### config.mk
export PLATFORM = sky130hd
export DESIGN_NAME = lzw_code_packer
export DESIGN_NICKNAME = d
export VERILOG_FILES = /design/src/rtl/lzw_pkg.sv /design/src/rtl/lzw_code_packer.sv
export SDC_FILE = /design/constraint.sdc
export NUM_CORES = 1
export LEC_CHECK = 0
export ABC_AREA = 1
export CAP_MARGIN = 20
export CORE_MARGIN = 1.5
export CORE_UTILIZATION = 57
export CTS_CLUSTER_DIAMETER = 40
export DETAILED_ROUTE_END_ITERATION = 6
export PLACE_DENSITY = 0.82
export SLEW_MARGIN = 10
export SYNTH_ARGS = -nofsm -noshare
export SYNTH_HDL_FRONTEND = slang
export SYNTH_SLANG_ARGS = --single-unit
export TNS_END_PERCENT = 1
### constraint.sdc
create_clock -name clk -period 3.7 [get_ports clk]
set_clock_uncertainty 0.15 [all_clocks]
set_input_delay 0.555 -clock clk [delete_from_list [all_inputs] [get_ports clk]]
set_output_delay 0.555 -clock clk [all_outputs]
set_load 0.02 [all_outputs]
### src/rtl/lzw_pkg.sv
// Shared definitions for the LZW compressor datapath.
//   LZW_CODE_W     : default width of an LZW output code
//   EOF_CODE       : byte value the core uses as end-of-file marker
//   LZW_FIRST_FREE : first dictionary code after the 256 literal codes
//   packer_state_t : state encoding of the code packer FSM
package lzw_pkg;

    localparam int          LZW_CODE_W     = 12;
    localparam logic [7:0]  EOF_CODE       = 8'h0D;
    localparam int          LZW_FIRST_FREE = 256;

    typedef enum logic [1:0] {
        RUN   = 2'd0,
        FLUSH = 2'd1,
        DONE  = 2'd2
    } packer_state_t;

endpackage

### src/rtl/lzw_code_packer.sv
// Packs fixed-width LZW codes MSB-first into a byte stream.
// Two 12-bit codes become three bytes. When the core signals lzw_done, any
// residual bits leave as one zero-padded byte, then final_done goes high and
// stays high until reset.
//
// Ports:
//   clk, rst           : clock, synchronous active-high reset
//   code_in/valid/ready: code input handshake
//   lzw_done           : core has issued its last code (level or pulse)
//   byte_out/valid/ready: byte output handshake
//   final_done         : sticky, every byte including the tail has left
//   byte_cnt           : bytes handed off since reset, wraps
//
// Handshakes: a transfer happens on a rising edge where valid and ready are
// both high. valid never depends on ready; once byte_valid is up, byte_out
// holds until the transfer. code_ready and byte_valid are decoded from
// registers only, so there is no combinational path from code_valid or
// byte_ready to any output.
//
// CODE_W must lie in 8..16.
module lzw_code_packer
    import lzw_pkg::*;
#(
    parameter int CODE_W = LZW_CODE_W,
    parameter int CNT_W  = 16
) (
    input  logic              clk,
    input  logic              rst,
    input  logic [CODE_W-1:0] code_in,
    input  logic              code_valid,
    output logic              code_ready,
    input  logic              lzw_done,
    output logic [7:0]        byte_out,
    output logic              byte_valid,
    input  logic              byte_ready,
    output logic              final_done,
    output logic [CNT_W-1:0]  byte_cnt
);

    localparam int ACC_W    = CODE_W + 8;
    localparam int CNT_BITS = $clog2(ACC_W);

    localparam logic [CNT_BITS-1:0] EIGHT    = CNT_BITS'(8);
    localparam logic [CNT_BITS-1:0] CODE_INC = CNT_BITS'(CODE_W);

    packer_state_t        state_q, state_d;
    logic [ACC_W-1:0]     acc_q, acc_d;
    logic [CNT_BITS-1:0]  cnt_q, cnt_d;
    logic                 done_pend_q, done_pend_d;
    logic [CNT_W-1:0]     byte_cnt_q, byte_cnt_d;
    // Keeps code_ready low for the first cycle after reset release.
    logic                 ready_en_q, ready_en_d;

    logic                 code_hs;
    logic                 byte_hs;
    logic [ACC_W-1:0]     run_w;
    logic [ACC_W-1:0]     flush_w;

    // Output decode from registered state.
    always_comb begin
        code_ready = 1'b0;
        byte_valid = 1'b0;
        byte_out   = 8'h00;
        // Top 8 valid bits moved down to [7:0].
        run_w      = acc_q >> (cnt_q - EIGHT);
        // Residual bits (fewer than 8) moved up so they sit at [7:8-cnt].
        flush_w    = acc_q << (EIGHT - cnt_q);
        case (state_q)
            RUN: begin
                code_ready = ready_en_q && (cnt_q < EIGHT) && !done_pend_q;
                if (cnt_q >= EIGHT) begin
                    byte_valid = 1'b1;
                    byte_out   = run_w[7:0];
                end
            end
            FLUSH: begin
                if (cnt_q != '0) begin
                    byte_valid = 1'b1;
                    byte_out   = flush_w[7:0];
                end
            end
            default: ;
        endcase
    end

    assign code_hs    = code_ready && code_valid;
    assign byte_hs    = byte_valid && byte_ready;
    assign final_done = (state_q == DONE);
    assign byte_cnt   = byte_cnt_q;

    // Next-state logic. code_ready needs cnt < 8 and byte_valid needs
    // cnt >= 8, so the two handshakes never happen in the same cycle.
    always_comb begin
        state_d     = state_q;
        acc_d       = acc_q;
        cnt_d       = cnt_q;
        done_pend_d = done_pend_q;
        byte_cnt_d  = byte_cnt_q;
        ready_en_d  = 1'b1;
        case (state_q)
            RUN: begin
                if (lzw_done) begin
                    done_pend_d = 1'b1;
                end
                if (code_hs) begin
                    acc_d = (acc_q << CODE_W) | ACC_W'(code_in);
                    cnt_d = cnt_q + CODE_INC;
                end else if (byte_hs) begin
                    cnt_d = cnt_q - EIGHT;
                end
                if (done_pend_q && (cnt_q < EIGHT) && !code_hs) begin
                    state_d = FLUSH;
                end
            end
            FLUSH: begin
                if (cnt_q == '0) begin
                    state_d = DONE;
                end else if (byte_hs) begin
                    cnt_d   = '0;
                    state_d = DONE;
                end
            end
            default: ;
        endcase
        if (byte_hs) begin
            byte_cnt_d = byte_cnt_q + 1'b1;
        end
    end

    always_ff @(posedge clk) begin
        if (rst) begin
            state_q     <= RUN;
            acc_q       <= '0;
            cnt_q       <= '0;
            done_pend_q <= 1'b0;
            byte_cnt_q  <= '0;
            ready_en_q  <= 1'b0;
        end else begin
            state_q     <= state_d;
            acc_q       <= acc_d;
            cnt_q       <= cnt_d;
            done_pend_q <= done_pend_d;
            byte_cnt_q  <= byte_cnt_d;
            ready_en_q  <= ready_en_d;
        end
    end

endmodule

==> impl_metrics.yaml <==
worst_hold_path:
  hold_path_depth: 2
  worstHoldPathType: "reg2reg"
  min_to: "acc_q[9]"
  holdCritStartpoint: "acc_q[9]"
logic_synthesis:
  synth.lib_cells_used.distinct: 30
  synth_top_area_share_pct: 33.79
  synth_compound_area_share_pct: 20.92
  synthXorXnorAreaFrac_pct: 2.063
  avgSynthCellArea_sq_um: 6.634
  synth_nets: 407
  synth_mux_area_share_pct: 0
  ys_ff_latch: 43
  ys_seq_area_share_pct: 33.79
  yosys.area.top_type: "dfxtp_1"
  synth_top_family_by_area: "simple AND/OR/NAND/NOR gates"
  synth_adder_area_share_pct: 2.947
  synth.area.top_cells: "dfxtp_1, nand2_1, a21oi_1, o21ai_0, inv_1"
  syn-cell-area_sq_um: 2547
  synth_cells: 384
  synth-simple-area-share_pct: 30.45
  ys_warn_count: 0
placement:
  gp_congestion: 0.8712
  dp_hpwl_microns: 4252
  port_buffers: 43
critical_path:
  rr_endpoint: "cnt_q[3]"
  critPathSlowestCell: "clkdlybuf4s50_1"
  setup.worst_path.end_class: "primary output"
  slowest_delay_ns: 0.65
  path_cells: "inv_1, ha_1, inv_1, nor2_1, o211ai_1, o21ai_0, clkdlybuf4s50_1"
  rr_startpoint: "cnt_q[3]"
  r2r_cells: 11
  crit_required_ns: 2.99
  path_class: "reg2out"
  arrival_ns: 2.62
  setup.worst_path.start_class: "flop"
  critical_path.most_common_cell: "inv_1"
  crit_family: "buffers and inverters"
  path_max_fanout: 13
  timing.critical_path.buf_inv: 3
  reg2reg_slack_ns: 1.52
route:
  vias: 2566
  drc: 0
  viasPerCell: 5.379
  drtIter0Drc: 213
  detail-route-antenna-nets: 0
  wl_per_cell_microns: 12.70
  dr.pass1.iters: 5
  routed_wl_microns: 6060
job:
  drv_cap: 0
timing:
  fin_crit_sh_pct: 89.80
  tns_ns: 0
  finalSetupViolCount: 0
  max-slew-margin-rel_pct: 57.11
  hold_viol: 0
  period_needed_ns: 3.323
  rsz0062_at_grt: "no"
  worstMarginPinSlew_ns: 0.6427
  slew_violations: 0
  max_freq_mhz: 301.0
clock_tree:
  post-cts-setup-buffer-count: 0
  clockRootBuffer: "clkbuf_8"
  cts_hold_buf: 0
  cts_resized: 0
  cts_buffers: 5
  h-tree-depth: 2
  clock_latency_ns: 0.30
  cts_tree: "built"
  clockBufferDepth: 2
  path_clk_slew_ns: 0.08
  clock_sinks: 43
finish:
  post-route-util_pct: 72.37
  antenna_cells: 0
  nets: 447
  final_cell_mix: "nand2_1, dfxtp_1, clkdlybuf4s50_1"
  syn2layout_area_growth_pct: 22.84
  layout-drive-gt1-share_pct: 9.882
  fill_cells: 371
  layout_commonest_cell: "nand2_1"
grt:
  track_usage_pct: 25.38
  grt_pass1_vias: 2272
  antenna_found_initial: 0
  overflow: 0
  grt_max_degree: 25
  grt_pass1_wl_microns: 10240
pwr:
  powerDensity_nw_per_um2: 569.1
  p_int_w: 0.001075
  p_sw_w: 0.0007057
  vdd_drop_max_mv: 0.3887
  p_sw_share_pct: 39.63
  pwr-share-comb_pct: 42.4
  p_leak_nw: 1.168
  clkPwrFrac_pct: 24.6
  pwr-share-seq_pct: 33.0
floorplan:
  fp.dieH_microns: 69.85
  boundaryPins: 44
  die-area_sq_um: 4879
  die_x_microns: 69.85
  rows: 24
  start_util_pct: 58.91
  core_region_area_sq_um: 4324
outcome:
  status: "complete, no violations"
==> how the worst max path moves through the flow <==
| stage | startpoint | to | slack [ns] | cells after the start |
|---|---|---|---|---|
| 2_1_floorplan | cnt_q[2] | byte_out[2] | 1.20 | 6 |
| 3_3_place_gp | cnt_q[3] | byte_out[7] | 0.78 | 7 |
| 3_5_place_dp | cnt_q[3] | byte_out[7] | 0.72 | 7 |
| 4_1_cts | cnt_q[3] | byte_out[7] | 0.38 | 7 |
| 5_1_grt | cnt_q[3] | byte_out[7] | 0.20 | 7 |
| 6_report | cnt_q[3] | byte_out[7] | 0.38 | 7 |
==> metal layers <==
layer | share of wire, % | global-route usage, %
met3 | 5.0 | 4.473
met5 | 0 | 0
met1 | 49 | 36.47
met4 | 0.78 | 6.624
met2 | 45 | 39.58
==> sequential cells by signal, summed over array words and instances (netlist names) <==
name	count
state_q	2
done_pend_q	1
cnt_q	3
ready_en_q	1
byte_cnt	16
acc_q	20
==> cell usage after synthesis, drive strengths merged <==
| cell | count |
|---|---|
| nor2 | 39 |
| clkbuf | 10 |
| o21a | 2 |
| clkinv | 2 |
| o21ai | 36 |
| nand2 | 111 |
| nand4 | 7 |
| o211ai | 10 |
| dfxtp | 43 |
| buf | 5 |
| nor3 | 3 |
| a31oi | 1 |
| ha | 6 |
| nand3 | 18 |
| a21oi | 43 |
| inv | 41 |
| xor2 | 5 |
| o31ai | 1 |
| xnor2 | 1 |
==> cells by family (layout without fill, tap and decap cells) <==
kind of cell / count (synthesis) / after routing
AOI/OAI and AO/OA: 93 / 93
xor gates and xnor gates: 6 / 6
adders and majority gates: 6 / 6
buffers and inverters: 58 / 99
DFF: 43 / 43
and+or+nand+nor: 178 / 178
==> stage by stage <==
step | setup WS [ns] | hold WS (ns) | instances | power (W) | instance area (sq um)
2_1_floorplan | 1.198 | 0.2891 | 384 | 0.001141 | 2547
3_3_place_gp | 0.7794 | 0.3116 | 469 | 0.001328 | 2997
3_5_place_dp | 0.7244 | 0.3104 | 469 | 0.001348 | 2997
4_1_cts | 0.3810 | 0.3228 | 477 | 0.001784 | 3129
5_1_grt | 0.2037 | 0.3464 | 477 | 0.001901 | 3129
6_report | 0.3773 | 0.3208 | 477 | 0.001781 | 3129
==> power by group through the flow <==
stage               clock network (W)  logic (W)  registers (W)
finish                       0.000439   0.000755       0.000587
global route                 0.000462   0.000845       0.000594
CTS                          0.000446   0.000753       0.000586
detailed placement                  0   0.000752       0.000596
global placement                    0   0.000734       0.000594
floorplan                           0   0.000542       0.000600
==> worst reg2reg max path, delay by kind of cell (launching register included) <==
family	cells	cell delay (ns)
and+or+nand+nor	8	0.73
buffers and inverters	2	0.60
DFF	1	0.32
adders and majority gates	1	0.27
==> layout make-up <==
cell class | count | area, sq um | share of cell area [%]
Timing Repair Buffer | 48 | 467.9 | 14.95
Clock buffer | 6 | 72.57 | 2.319
Tap cell | 52 | 65.06 | 2.079
Inverter | 43 | 166.4 | 5.318
Sequential cell | 43 | 860.8 | 27.51
Clock inverter | 2 | 60.06 | 1.919
Multi-Input combinational cell | 283 | 1436 | 45.90
Note: power is estimated with default switching activity, not from simulation.
